## src/rtl/axi_apb_pkg.sv

```systemverilog
// axi_apb_pkg: response codes, APB FSM states and slave-index sizing shared by the bridge
package axi_apb_pkg;
  typedef enum logic [1:0] {
    RESP_OKAY   = 2'b00,
    RESP_EXOKAY = 2'b01,
    RESP_SLVERR = 2'b10,
    RESP_DECERR = 2'b11
  } resp_t;
  typedef enum logic [1:0] {ST_IDLE, ST_SETUP, ST_ACCESS, ST_RESP} apb_state_t;
  localparam int SEL_BITS = 4;
  localparam int MAX_SLAVES = 1 << SEL_BITS;
endpackage

```

## src/rtl/bridge_req_fifo.sv

```systemverilog
// bridge_req_fifo: synchronous request FIFO with count-based full/empty flags
module bridge_req_fifo #(
  parameter int WIDTH = 8,
  parameter int DEPTH = 4
) (
  input  logic             clk,
  input  logic             reset,
  input  logic             push,
  input  logic [WIDTH-1:0] push_data,
  input  logic             pop,
  output logic [WIDTH-1:0] pop_data,
  output logic             full,
  output logic             empty
);
  localparam int PW = $clog2(DEPTH);
  logic [WIDTH-1:0] mem [DEPTH];
  logic [PW-1:0] wp, rp;
  logic [PW:0] cnt;
  logic do_push, do_pop;
  assign full = cnt == (PW+1)'(DEPTH);
  assign empty = cnt == '0;
  assign do_push = push & !full;
  assign do_pop = pop & !empty;
  assign pop_data = mem[rp];
  // pointer and occupancy bookkeeping; a same-cycle pop frees its slot only afterwards
  always_ff @(posedge clk or posedge reset)
    if (reset) begin
      wp <= '0;
      rp <= '0;
      cnt <= '0;
    end else begin
      if (do_push) wp <= wp + 1'b1;
      if (do_pop) rp <= rp + 1'b1;
      cnt <= cnt + (PW+1)'(do_push) - (PW+1)'(do_pop);
    end
  // storage array, contents are don't-care until pushed
  always_ff @(posedge clk)
    if (do_push) mem[wp] <= push_data;
endmodule

```

## src/rtl/axi_apb_bridge_mslv.sv

```systemverilog
// axi_apb_bridge_mslv: AXI4-Lite to multi-slave APB bridge with per-direction request FIFOs
// Optional feature macro: APB_TIMEOUT_EN ends a stalled ACCESS with SLVERR after TIMEOUT_CYCLES
module axi_apb_bridge_mslv
  import axi_apb_pkg::*;
#(
  parameter int ADDR_WIDTH      = 32,
  parameter int DATA_WIDTH      = 32,
  parameter int NUM_SLAVES      = 8,
  parameter int SLAVE_SPAN_BITS = 12,
  parameter int FIFO_DEPTH      = 4,
  parameter int TIMEOUT_CYCLES  = 256
) (
  input  logic                             clk,
  input  logic                             reset,
  input  logic [ADDR_WIDTH-1:0]            awaddr,
  input  logic                             awvalid,
  output logic                             awready,
  input  logic [DATA_WIDTH-1:0]            wdata,
  input  logic [DATA_WIDTH/8-1:0]          wstrb,
  input  logic                             wvalid,
  output logic                             wready,
  output logic                             bvalid,
  input  logic                             bready,
  output logic [1:0]                       bresp,
  input  logic [ADDR_WIDTH-1:0]            araddr,
  input  logic                             arvalid,
  output logic                             arready,
  output logic                             rvalid,
  input  logic                             rready,
  output logic [DATA_WIDTH-1:0]            rdata,
  output logic [1:0]                       rresp,
  output logic [NUM_SLAVES-1:0]            psel,
  output logic                             penable,
  output logic                             pwrite,
  output logic [ADDR_WIDTH-1:0]            paddr,
  output logic [DATA_WIDTH-1:0]            pwdata,
  output logic [DATA_WIDTH/8-1:0]          pstrb,
  input  logic [NUM_SLAVES*DATA_WIDTH-1:0] prdata,
  input  logic [NUM_SLAVES-1:0]            pready,
  input  logic [NUM_SLAVES-1:0]            pslverr
);
  localparam int SW = DATA_WIDTH / 8;
  typedef struct packed {
    logic [ADDR_WIDTH-1:0] addr;
    logic [DATA_WIDTH-1:0] data;
    logic [SW-1:0]         strb;
  } wreq_t;
  typedef struct packed {
    logic [ADDR_WIDTH-1:0] addr;
  } rreq_t;

  if (!(DATA_WIDTH == 8 || DATA_WIDTH == 16 || DATA_WIDTH == 32) || NUM_SLAVES < 1 ||
      NUM_SLAVES > MAX_SLAVES || FIFO_DEPTH < 2 || (FIFO_DEPTH & (FIFO_DEPTH - 1)) != 0 ||
      TIMEOUT_CYCLES < 1) begin : g_bad_params
    $error("axi_apb_bridge_mslv: illegal parameter combination");
  end

  wreq_t wq_in, wq_out;
  rreq_t rq_in, rq_out;
  logic wfull, wempty, rfull, rempty, wpush, rpush, wpop, rpop;
  apb_state_t state;
  logic last_rd, w_elig, r_elig, gnt_rd, g_ok;
  logic [ADDR_WIDTH-1:0] g_addr;
  logic [SEL_BITS-1:0] g_idx;
  logic sel_rdy, sel_err, acc_done;
  logic [DATA_WIDTH-1:0] sel_data, acc_data;
  resp_t acc_resp;

  // AW and W are only ever taken together; nothing is accepted while reset is held
  assign wpush = awvalid & wvalid & !wfull & !reset;
  assign rpush = arvalid & !rfull & !reset;
  assign awready = wpush;
  assign wready = wpush;
  assign arready = rpush;
  assign wq_in = {awaddr, wdata, wstrb};
  assign rq_in = rreq_t'(araddr);

  bridge_req_fifo #(.WIDTH($bits(wreq_t)), .DEPTH(FIFO_DEPTH)) u_wfifo (
    .clk(clk), .reset(reset), .push(wpush), .push_data(wq_in), .pop(wpop),
    .pop_data(wq_out), .full(wfull), .empty(wempty)
  );
  bridge_req_fifo #(.WIDTH($bits(rreq_t)), .DEPTH(FIFO_DEPTH)) u_rfifo (
    .clk(clk), .reset(reset), .push(rpush), .push_data(rq_in), .pop(rpop),
    .pop_data(rq_out), .full(rfull), .empty(rempty)
  );

  // a response register being drained this cycle counts as free so transfers run back to back
  assign w_elig = !wempty & (!bvalid | bready);
  assign r_elig = !rempty & (!rvalid | rready);
  assign gnt_rd = r_elig & (!w_elig | !last_rd);
  assign g_addr = gnt_rd ? rq_out.addr : wq_out.addr;
  assign g_idx = g_addr[SLAVE_SPAN_BITS+3:SLAVE_SPAN_BITS];
  assign g_ok = int'(g_idx) < NUM_SLAVES;
  assign rpop = (state == ST_IDLE) & gnt_rd;
  assign wpop = (state == ST_IDLE) & w_elig & !gnt_rd;

  // route the selected slave's handshake and read data back using the one-hot psel
  always_comb begin
    sel_rdy = 1'b0;
    sel_err = 1'b0;
    sel_data = '0;
    for (int i = 0; i < NUM_SLAVES; i++)
      if (psel[i]) begin
        sel_rdy = pready[i];
        sel_err = pslverr[i];
        sel_data = prdata[i*DATA_WIDTH +: DATA_WIDTH];
      end
  end

`ifdef APB_TIMEOUT_EN
  localparam int TW = $clog2(TIMEOUT_CYCLES + 1);
  logic [TW-1:0] tcnt;
  logic expired;
  assign expired = !sel_rdy && tcnt == TW'(TIMEOUT_CYCLES - 1);
  assign acc_done = sel_rdy | expired;
  assign acc_resp = (expired | sel_err) ? RESP_SLVERR : RESP_OKAY;
  assign acc_data = expired ? '0 : sel_data;
`else
  assign acc_done = sel_rdy;
  assign acc_resp = sel_err ? RESP_SLVERR : RESP_OKAY;
  assign acc_data = sel_data;
`endif

  // APB sequencer with registered APB outputs and the B/R response registers
  always_ff @(posedge clk or posedge reset)
    if (reset) begin
      state <= ST_IDLE;
      last_rd <= 1'b0;
      psel <= '0;
      penable <= 1'b0;
      pwrite <= 1'b0;
      paddr <= '0;
      pwdata <= '0;
      pstrb <= '0;
      bvalid <= 1'b0;
      bresp <= RESP_OKAY;
      rvalid <= 1'b0;
      rresp <= RESP_OKAY;
      rdata <= '0;
`ifdef APB_TIMEOUT_EN
      tcnt <= '0;
`endif
    end else begin
      if (bvalid && bready) bvalid <= 1'b0;
      if (rvalid && rready) rvalid <= 1'b0;
      case (state)
        ST_IDLE:
          if (w_elig || r_elig) begin
            last_rd <= gnt_rd;
            pwrite <= !gnt_rd;
            if (g_ok) begin
              state <= ST_SETUP;
              psel <= NUM_SLAVES'(1) << g_idx;
              paddr <= g_addr;
              pwdata <= gnt_rd ? '0 : wq_out.data;
              pstrb <= gnt_rd ? '0 : wq_out.strb;
            end else state <= ST_RESP;
          end
        ST_SETUP: begin
          penable <= 1'b1;
          state <= ST_ACCESS;
`ifdef APB_TIMEOUT_EN
          tcnt <= '0;
`endif
        end
        ST_ACCESS: begin
`ifdef APB_TIMEOUT_EN
          tcnt <= tcnt + 1'b1;
`endif
          if (acc_done) begin
            psel <= '0;
            penable <= 1'b0;
            state <= ST_IDLE;
            if (pwrite) begin
              bvalid <= 1'b1;
              bresp <= acc_resp;
            end else begin
              rvalid <= 1'b1;
              rresp <= acc_resp;
              rdata <= acc_data;
            end
          end
        end
        ST_RESP: begin
          state <= ST_IDLE;
          if (pwrite) begin
            bvalid <= 1'b1;
            bresp <= RESP_DECERR;
          end else begin
            rvalid <= 1'b1;
            rresp <= RESP_DECERR;
            rdata <= '0;
          end
        end
        default: state <= ST_IDLE;
      endcase
    end
endmodule

```

## config.mk

```make
export PLATFORM = sky130hd
export DESIGN_NAME = axi_apb_bridge_mslv
export DESIGN_NICKNAME = d
export VERILOG_FILES = /design/src/rtl/axi_apb_pkg.sv /design/src/rtl/bridge_req_fifo.sv /design/src/rtl/axi_apb_bridge_mslv.sv
export SDC_FILE = /design/constraint.sdc
export NUM_CORES = 1
export LEC_CHECK = 0
export CAP_MARGIN = 0
export CORE_MARGIN = 2
export CORE_UTILIZATION = 39
export DETAILED_ROUTE_END_ITERATION = 10
export PLACE_DENSITY = 0.64
export SLEW_MARGIN = 10
export SYNTH_ARGS = -nofsm -noshare
export SYNTH_HDL_FRONTEND = slang
export SYNTH_HIERARCHICAL = 1
export SYNTH_SLANG_ARGS = --single-unit
```

## constraint.sdc

```tcl
create_clock -name clk -period 12.5 [get_ports clk]
set_input_delay 3.125 -clock clk [delete_from_list [all_inputs] [get_ports clk]]
set_output_delay 3.125 -clock clk [all_outputs]
set_load 0.005 [all_outputs]
```

Word level (Yosys, flattened, before mapping)

Memory sizes are Yosys's and may differ from the RTL's.
Cells that the tools add are included.

Bits of input ports: 379
Memories: 2
Bits in writable memories: 400
Bits in read-only memories: 0
Latch bits: 0
Output and inout bits: 119
Word-level logic and storage cells: 149
Bits in registers: 133

Div/mod/pow operators: 0
Equality and inequality tests: 12
Multiplexer cells: 62
Shifts and indexed selects: 1
Multiply operators: 0
Reductions and logical operators: 26
Order comparisons: 1
Bitwise logic cells: 18
$add $sub $neg: 8

Memories:

| memory      | depth | width | rd ports | clocked after Yosys merged registers in | write ports | RTL line              | source |
|---|---|---|---|---|---|---|---|
| u_wfifo.mem | 4     | 68    | 1        | 0                                       | 1           | bridge_req_fifo.sv:16 | `logic [WIDTH-1:0] mem [DEPTH];` |
| u_rfifo.mem | 4     | 32    | 1        | 0                                       | 1           | bridge_req_fifo.sv:16 |  |

Operator list:

| kind                  | number |
|---|---|
| $mux W32              | 13 |
| $pmux W32 S2          | 1 |
| $mux W1               | 27 |
| $mux W8               | 3 |
| $mux W2               | 10 |
| $pmux W8 S2           | 1 |
| $and A1 B1 Y1         | 15 |
| $ne A2 B2 Y1 const B  | 6 |
| $reduce_and A4 Y1     | 3 |
| $logic_not A1 Y1      | 10 |
| $add A2 B1 Y2 const B | 4 |
| $pmux W2 S2           | 2 |
| $pmux W2 S4           | 1 |
| $shl A1 B4 Y8 const A | 1 |
| $add A3 B1 Y3         | 2 |
| $eq A3 B3 Y1 const B  | 2 |
| $logic_not A3 Y1      | 2 |
| $pmux W1 S2           | 3 |
| $reduce_and A2 Y1     | 3 |
| $reduce_bool A2 Y1    | 3 |
| $sub A3 B1 Y3         | 2 |
| $eq A2 B2 Y1 const B  | 2 |
| $lt A4 B4 Y1 const B  | 1 |
| $mux W4               | 1 |
| other kinds (7)       | 10 |

Logic depth before layout (Yosys ltp)

Depth in word-level cells: 12
Depth in mapped cells: 14
Depth with buffers taken out: 12

By module

The synthesis kept the hierarchy.

Modules (own cells, without submodules):

| module                    | area each (µm²) | times used | sequential area each (µm²) | cells each |
|---|---|---|---|---|
| bridge_req_fifo (u_wfifo) | 10359.9         | 1          | 8343.0                     | 398 |
| axi_apb_bridge_mslv       | 7220.7          | 1          | 2977.9                     | 777 |
| bridge_req_fifo (u_rfifo) | 5142.4          | 1          | 4018.9                     | 210 |

Worst setup path before layout

No wires, ideal clock.

Path type: input-to-output
From: input port awvalid
To: output port wready
Data required time: 9.375 ns
Data arrival time: 4.196 ns
Path slack: 5.179 ns
Stages on the path: 2
Buffers on the path: 1
Path through: nor4bb_1 > buf_4

Longest elaborated chain between the ends: 3

RTL lines:

| element                     | RTL line                  | source |
|---|---|---|
| start: declaration          | axi_apb_bridge_mslv.sv:16 | `input logic awvalid,` |
| $and A1 B1 Y1 (3 in series) | axi_apb_bridge_mslv.sv:70 | `assign wpush = awvalid & wvalid & !wfull & !reset;` |
| end: declaration            | axi_apb_bridge_mslv.sv:21 | `output logic wready,` |

Every way passes these cells.

Final worst setup path

From: input port reset
To: output port awready

Longest elaborated chain between the ends: 2

RTL lines:

| element                    | RTL line                  | source |
|---|---|---|
| start: declaration         | axi_apb_bridge_mslv.sv:14 | `input logic reset,` |
| $logic_not A1 Y1 (no line) | -                         |  |
| $and A1 B1 Y1              | axi_apb_bridge_mslv.sv:70 |  |
| end: declaration           | axi_apb_bridge_mslv.sv:17 | `output logic awready,` |

Every way passes these cells.

==> metrics.md <==
| Metric | Value |
|---|---|
| Outcome | complete, no violations |
| Post-Synthesis Cell Area | 22700 um^2 |
| Clk sinks | 533 |
| Clk_lat worst skew | 0.60 ns |
| Yosys reg bits | 533 |
| Setup slack, reg-to-reg | 8.70 ns |
| Postcts setup bufs | 0 |
| CP arrival | 5.36 ns |
| Synth area leaders | edfxtp_1 (53%), dfrtp_1 (15%), mux4_2 (9.5%) |
| Area Overhead vs Synth | 33.1% |
| Initial Util | 39.4% |
| Yosys top cell by area | edfxtp_1 |
| Hold-fix buffers, CTS | 0 |
| VDD IR max | 0.000110 V |
| Drt initial violations | 980 |
| All-Layer GR Usage | 23.9% |
| Post-synthesis cell count | 1385 |
| Cts bufs inserted | 55 |
| Nets | 2265 |
| Mux cell area share after synthesis | 13.6% |
| Largest family of logic cells by synthesized area | multiplexers |
| DRC viols | 0 |
| First-pass GRT wire length | 103000 um |
| Post-route setup TNS | 0 ns |
| XOR/XNOR Fraction of Synth Area | 0.308% |
| DIE WIDTH | 245 um |
| Vias | 14586 |
| Hpwl dp | 50900 um |
| Most common cell after layout, fill and taps aside | clkdlybuf4s50_1 |
| Leak | 10.5 nW |
| Final WL | 73600 um |
| H-tree depth | 2 |
| CTS Buffer Depth | 3 |
| Commonest cells after routing, fill and taps aside | clkdlybuf4s50_1 (497), edfxtp_1 (400), dfrtp_1 (129) |
| CP endpoint kind | output port |
| Clock tree root driver cell | clkbuf_16 |
| Async set-reset flop share out of synthesis | 25.0% |
| Relative slew slack | 24.2% |
| Die area | 60200 um^2 |
| Worst Max-Slew Pin Slew | 1.14 ns |
| Post-synthesis compound-gate area fraction | 8.99% |
| Max Cap Viol | 0 |
| Avg Inst Size Synth | 16.4 um^2 |
| Distinct cell type count after synthesis | 57 |
| GPL Wtd Cong | 0.949 |
| CP required | 9.38 ns |
| Tmin final | 8.48 ns |
| Cells resized by post-CTS repair | 0 |
| Final Hold Fails | 0 |
| Seq/Total Area, Yosys | 67.5% |
| Post-synth EDFFs | 400 |
| Max Slew Vio Count | 0 |
| Post-Synth Adder-Cell Area | 1.11% |
| Warnings from Yosys | 6 |
| WL per Instance | 27.2 um |
| Row count | 88 |
| Most used DFF post-synth | edfxtp_1 |
| Gr ovfl total | 0 |
| Simple-gate portion of the synthesized area | 5.37% |
| I/O pin count | 498 |
| Final setup fails | 0 |
| Storage element area | 15300 um^2 |
| Largest net degree at the start of global routing | 98 |
| Vias in the first global route | 15038 |
| Area share of the largest cell type after synthesis | 52.9% |
| Core Util, Final | 52.4% |
| Setup Skew | 0.0362 ns |
| Final period util | 67.9% |
| Synthesized net count | 1783 |
| Worst-path clk slew | 0.06 ns |
| I/O Buffers | 497 |
| Core ar. | 57700 um^2 |
| Area of the multi-input gates | 6740 um^2 |
| Power per Cell Area | 136 nW/um^2 |
| CTS tree | yes |
| Worst Hold Class | flop to flop |
| Fillers | 4824 |
| Fraction of layout cells with a size suffix above 1 | 12.5% |
| Antenna-violating nets left | 0 |
| DRT Pass-1 Iters | 6 |
| F_max | 0.118 GHz |
| Routed vias/inst | 5.39 |
| RSZ-0062 raised after global routing | false |
| CP Max Fanout | 11 |
| Initial antenna violation count | 44 |
| Die H | 245 um |
| Startpoint Class | primary input |
| WS Path Type | primary input to output port |
## flip-flops by register name, indices dropped and copies added, names as in the netlist, 2 cells and up
signal	count
u_rfifo/mem	128
bresp	2
psel	8
u_rfifo/rp	2
u_wfifo/rp	2
u_wfifo/wp	2
state	2
u_wfifo/mem	272
pstrb	4
rdata	32
paddr	32
u_wfifo/cnt	3
u_rfifo/cnt	3
pwdata	32
rresp	2
u_rfifo/wp	2
## through the flow
stage | worst slack, ns | hold WS (ns) | cell area [um^2] | cells | total power, mW
2_1_floorplan | 5.18 | 0.473 | 22700 | 1385 | 2.30
3_3_place_gp | 3.99 | 0.466 | 28300 | 2575 | 2.51
3_5_place_dp | 3.98 | 0.481 | 28300 | 2575 | 2.53
4_1_cts | 3.97 | 0.502 | 30200 | 2679 | 4.17
5_1_grt | 3.87 | 0.518 | 30200 | 2702 | 4.28
6_report | 4.02 | 0.495 | 30200 | 2706 | 4.12
## synth_stat cells, drive strengths merged, types with 2 or more instances
cell and n:
nand3 3, a221oi 65, nand2 77, o31ai 36, xnor2 8, nor2b 13
fa 2, nand4bb 4, buf 37, dfrtp 133, and2 3, nor3 13
o211ai 5, a211oi 2, a22o 37, inv 26, mux4 100, nand2b 43
mux2 11, nor2 75, a31oi 33, edfxtp 400, and3b 8, ha 17
a211o 2, a22oi 33, o311ai 4, mux2i 70, nor3b 4, o21ai 36
clkbuf 64, a21oi 6
## worst paths after layout
| path | from | end | cells past startpoint |
|---|---|---|---|
| max reg2reg | u_wfifo/cnt[1]$_DFF_PP0_ | u_rfifo/cnt[2]$_DFF_PP0_ | 13 |
| max | reset | awready | 4 |
| min | pwdata[5]$_DFFE_PP0P_ | pwdata[5]$_DFFE_PP0P_ | 1 |
| max in group asynchronous | reset | pwdata[1]$_DFFE_PP0P_ | 4 |
| min reg2reg | pwdata[5]$_DFFE_PP0P_ | pwdata[5]$_DFFE_PP0P_ | 1 |
| min in group asynchronous | reset | u_rfifo/wp[1]$_DFFE_PP0P_ | 3 |
## power breakdown
group | internal [mW] | switching, mW | leakage, nW
Clock | 0.957 | 0.676 | 0.884
Sequential | 2.03 | 0.0474 | 5.26
Combinational | 0.212 | 0.199 | 4.40
## kinds of logic (layout without fill, tap and decap cells)
group / count (synthesis) / in the layout
flip-flops: 533 / 533
AO/OA/AOI/OAI: 268 / 268
AND/OR/NAND/NOR: 248 / 248
multiplexers: 181 / 181
buffers and inverters: 128 / 657
adder cells (fa/ha/maj): 19 / 19
XOR/XNOR: 8 / 8
other: 0 / 27
## critical path, cell delays in order
cell             delay [ns]
clkdlybuf4s50_1        0.39
buf_4                  0.19
nor4bb_2               0.88
clkdlybuf4s50_1        0.76
## routing by layer
metal  wire length, um  up-vias  track usage (%)  share of wire [%]
li1                  -     6512                -                  -
met1             26100     7360             26.3                 35
met2             38700      558             42.4                 53
met3              4910      138             5.36                6.7
met4              3740       18             13.9                5.1
met5               128        -                0               0.17
## final cells by class
| cell class | count | share of cell area (%) |
|---|---|---|
| inverters | 27 | 0.352 |
| clock buffers | 77 | 5.03 |
| multi-input cells | 724 | 22.3 |
| diodes | 27 | 0.223 |
| well taps | 765 | 3.17 |
| clock inverters | 27 | 1.01 |
| flip-flops and latches | 533 | 50.8 |
| repair buffers | 526 | 17.2 |
Power figures use the tool's default switching activity.
==> RTL edit 1 (same settings) <==
The parameter `FIFO_DEPTH` goes from 4 to 2.
--- a/src/rtl/axi_apb_bridge_mslv.sv
+++ b/src/rtl/axi_apb_bridge_mslv.sv
@@ -7,7 +7,7 @@
   parameter int DATA_WIDTH      = 32,
   parameter int NUM_SLAVES      = 8,
   parameter int SLAVE_SPAN_BITS = 12,
-  parameter int FIFO_DEPTH      = 4,
+  parameter int FIFO_DEPTH      = 2,
   parameter int TIMEOUT_CYCLES  = 256
 ) (
   input  logic                             clk,
Formal check against the unedited RTL: not equivalent (Yosys sat finds a counterexample within 4 cycles, from zero or initial values and one cycle with reset high).
==> RTL edit 1 against the unedited design <==
Worst setup slack better by 0.49 ns. Sequential cell count is 206 lower. Clock power is 34% lower. Clock skew is 0.025 ns lower. Synthesized area is 34% lower. Synthesized cell count is 19% lower. Power is 35% lower. Core utilization is 4.8 points higher. Sequential share of layout area is 8.3 points lower. Cell area is 28% lower. Routed wire length is 27% lower. Largest power group unchanged.
==> RTL edit 1: results (changes against the unedited design) <==
Parameter                              Value

Outcome
  Status    finished, final reports clean

Synthesis
  Adder and majority gate portion of the synthesized area    0.749% (-0.36 points)
  Compound-gate portion of the synthesized area    13.2% (+4.2 points)
  EDFF count, synth    200 (-50%)
  Nets in the synthesized netlist    1515 (-15%)
  Asr flop ratio synth    38.8% (+14 points)
  Post-synth top cells    edfxtp_1 (200), dfrtp_1 (127), nor2_1 (78)

Route
  Total wirelength of the detailed-routed design    53700 um (-27%)
  Number of iterations in the first detailed-routing pass    5 (-1)
  Vias    11700 (-20%)
  Number of DRC markers after the initial detailed-route iteration    731 (-25%)
  Routed met2 length    26800 um (-31%)

Pwr
  Comb power frac    12.8% (+2.8 points)
  Worst vdd rail ir drop    0.122 mV (+11%)
  Areal power density over the cells    123 nW/um^2 (-9.4%)

Placed design
  Total half-perimeter wirelength after legalization and detailed placement    37500 um (-26%)
  Post-Place Cells    2065 (-20%)
  Placed cell areas    20400 um^2 (-28%)

Setup path
  R2R Path End    u_wfifo/mem[0][39]$_DFFE_PP_

GRT
  Met2 global-route usage    45.4% (+2.9 points)
  M3 GR Usage    7.50% (+2.1 points)
  GR met1 Demand/Resource    30.5% (+4.1 points)
  Via count of the first global-routing pass    12100 (-20%)

Clock tree
  Worst skew pair latency    0.53 ns (-0.07 ns)

Layout
  Net count reported at finish    1979 (-13%)
  Filler cell count in the final layout    3176 (-34%)

Timing
  Fin Clk Skew    0.0114 ns (-0.0249 ns)

Worst hold path
  Hold Crit Depth    2 (+1)
-- RTL edit 1: changes by cell type in the layout (fill, tap and decap cells not counted), sizes merged, moves of 6 or more --
| cell | change |
|---|---|
| and3b | -8 |
| buf | -10 |
| clkbuf | -31 |
| clkinv | -7 |
| dfrtp | -6 |
| diode | -22 |
| edfxtp | -200 |
| ha | -8 |
| inv | -6 |
| mux2 | +100 |
| mux4 | -100 |
| nand2b | -6 |
-- RTL edit 1: cell type report --
class,instances,area share [%]
Clock inverter,18,1.01
Antenna cell,5,0.0578
Clock buffer,46,4.57
Timing Repair Buffer,516,23.6
Inverter,19,0.353
Multi-Input combinational cell,692,25.0
Tap cell,511,2.95
Sequential cell,327,42.5
-- RTL edit 1: how the worst max path moves through the flow --
stage / to / slack [ns] / depth (start not counted)
after global routing: wready / 4.41 / 3
after detailed placement: wready / 4.50 / 3
after global placement: awready / 4.57 / 3
final: wready / 4.51 / 3
after CTS: wready / 4.51 / 3
after floorplan: u_wfifo/mem[0][0]$_DFFE_PP_ / 5.30 / 3
==> RTL edit 2 (same settings) <==
Without the edit above. The 4 states of `apb_state_t` get a one-hot encoding in 4 bits.
--- a/src/rtl/axi_apb_pkg.sv
+++ b/src/rtl/axi_apb_pkg.sv
@@ -6,7 +6,7 @@
     RESP_SLVERR = 2'b10,
     RESP_DECERR = 2'b11
   } resp_t;
-  typedef enum logic [1:0] {ST_IDLE, ST_SETUP, ST_ACCESS, ST_RESP} apb_state_t;
+  typedef enum logic [3:0] {ST_IDLE = 4'b0001, ST_SETUP = 4'b0010, ST_ACCESS = 4'b0100, ST_RESP = 4'b1000} apb_state_t;
   localparam int SEL_BITS = 4;
   localparam int MAX_SLAVES = 1 << SEL_BITS;
 endpackage
Function: no difference found for any inputs over 4 cycles, from zero or initial values and one cycle with reset high; so few cycles prove little.
==> RTL edit 2 against the unedited design <==
Core utilization up 0.31 points. Clock skew grew 0.00075 ns. Global-route usage down 2.3 points. Cell area is 1.3% lower. Register-to-register slack improved by 0.37 ns. Synthesized area decreased by 1.2%. Worst setup slack got worse by 0.031 ns. Highest routed layer unchanged. Routed wire length shrank 11%. Sequential cell count increased by 2. Largest cell class unchanged. Count of clock-buffer cells in the layout is 9 lower.
Power is not compared: it rests on default switching activity, and its combinational part moved more than twofold at a synthesized area within 25%.
==> RTL edit 2: results (changes against the unedited design) <==
Parameter                              Value

Outcome
  Status    finished, final reports clean

Clock tree
  Maximum level of the CTS H-tree    2 (unchanged)
  Buffer levels on the longest clock path    3 (unchanged)
  Root buffer selected by CTS    clkbuf_16
  Post-CTS Resized    0 (unchanged)
  Clock edge transition at the registers on the reported setup and hold paths    0.06 ns (about the same)
  Worst skew pair latency    0.61 ns
  Total setup buffers inserted after CTS    0 (unchanged)
  Number of buffers created by CTS    55 (unchanged)

Layout
  Filler cell count in the final layout    4651 (-3.6%)
  Filler-free cell count of the finished design    2604 (-3.8%)
  Synth-to-layout area growth    33.0% (about the same)
  Largest registers ranked by flip-flop count    u_wfifo/mem: 272 flops, u_rfifo/mem: 128 flops
  Fraction of layout instances using a drive strength above 1    12.8% (+0.28 points)
  Net count reported at finish    2191 (-3.3%)

GRT
  First-pass GRT wire length    95800 um (-7.3%)
  Met2 global-route usage    38.1% (-4.3 points)
  Via count of the first global-routing pass    14700 (-2.5%)
  GR met1 Demand/Resource    25.7% (-0.60 points)
  Combined global-route utilization of all metal layers    21.6% (-2.3 points)
  M3 GR Usage    6.03% (+0.67 points)
  Largest net degree at the start of global routing    70 (-29%)
  Number of antenna violations at the first check in global routing    19 (-57%)

Synthesis
  EDFF count, synth    400 (unchanged)
  Post-synthesis instance total    1314 (-5.1%)
  Nets in the synthesized netlist    1707 (-4.3%)
  Post-synth top cells    edfxtp_1 (400), dfrtp_1 (134), mux4_2 (96)
  Asr flop ratio synth    25.2% (+0.28 points)
  Prevailing post-synth register cell    edfxtp_1
  Dominant cells by area after synthesis    edfxtp_1 (54%), dfrtp_1 (15%), mux4_2 (9.6%), a221oi_1 (2.5%), a22o_1 (1.4%)
  Proportion of synthesized chip area in sequential cells    68.6% (+1.1 points)
  Yosys warning count    6 (unchanged)
  Netlist cell types    61 (+7.0%)

Pwr
  Reported leakage power    10.5 nW
  Worst vdd rail ir drop    0.147 mV

Setup path
  Arrival time at the worst endpoint    5.39 ns (+0.03 ns)
  Top fanout value on the critical path    11 (unchanged)

Placed design
  Number of I/O port buffers    497 (unchanged)
  Final weighted congestion in routability-driven placement    0.925 (-2.5%)
  Worst setup slack before clock tree synthesis    3.84 ns (-0.142 ns)
  Total half-perimeter wirelength after legalization and detailed placement    44600 um (-12%)
  Post-Place Cells    2497 (-3.0%)

Route
  Number of DRC markers after the initial detailed-route iteration    909 (-7.2%)
  Vias    14200 (-3.0%)
  Number of iterations in the first detailed-routing pass    6 (unchanged)
  Number of design rule violations left after detail routing    0 (unchanged)
  Detail-routed net length per standard cell    25.1 um (-7.8%)

Worst hold path
  Path type of the worst min-delay path    flip-flop to flip-flop

Timing
  Fin Clk Skew    0.0370 ns (+0.000746 ns)
  Max-slew headroom at the worst pin    37.2% (+13 points)
==> RTL edit 2: cells by family (layout without fill, tap and decap cells) <==
kind of cell	after synthesis	in the layout	share of synthesized area, %
flops	535	535	68.6
compound gates	306	306	10.6
simple gates	161	161	4.20
buf+inv	150	677	3.52
mux	140	140	11.9
fa+ha+maj	14	14	0.847
xor+xnor	8	8	0.312
other cells	0	7	0
==> RTL edit 2: path summary, 6_finish.rpt <==
kind / startpoint / to / slack, ns / cells after the start
worst min-delay path: rdata[14]$_DFFE_PP0P_ / rdata[14]$_DFFE_PP0P_ / 0.49 / 1
min in group asynchronous: reset / u_rfifo/cnt[0]$_DFF_PP0_ / 3.09 / 2
max in group asynchronous: reset / psel[5]$_DFFE_PP0P_ / 7.86 / 3
worst max-delay path: reset / awready / 3.98 / 3
worst min register to register: rdata[14]$_DFFE_PP0P_ / rdata[14]$_DFFE_PP0P_ / 0.49 / 1
worst max register to register: u_wfifo/cnt[0]$_DFF_PP0_ / u_rfifo/cnt[2]$_DFF_PP0_ / 9.07 / 13
==> RTL edit 2: layout make-up <==
cell class                 count  area share [%]
antenna                        7          0.0587
clock buffer                  68            4.81
clock inverter                32            1.18
inverter                      53           0.683
multi-input combinational    629            21.1
sequential                   535            51.6
tap                          756            3.17
timing repair buffer         524            17.3
==> RTL edit 2: metal layers <==
metal / vias to the layer above / share of wire (%)
met4: 20 / 2.9
met3: 125 / 7.7
met5: - / 0.19
met1: 7149 / 38
li1: 6342 / -
met2: 516 / 51
==> RTL edit 2: critical path, stage by stage <==
cell and delay, ns:
clkdlybuf4s50_1 0.63, nor4bb_2 0.89, clkdlybuf4s50_1 0.74
==> RTL edit 2: where the power goes <==
part           switching (mW)  total (mW)  leakage [nW]  internal (mW)
combinational            1.25        2.46          4.32           1.21
sequential              0.235        2.43          5.35           2.20
clock                   0.677        1.62         0.875          0.944
==> RTL edit 2: metrics by stage <==
stage,hold slack (ns),util (%),cell area (um^2)
after floorplan,0.473,-,22400
after global placement,0.468,49.5,28000
after detailed placement,0.474,49.5,28000
after CTS,0.493,52.7,29800
after global routing,0.511,52.7,29800
final,0.487,52.7,29800
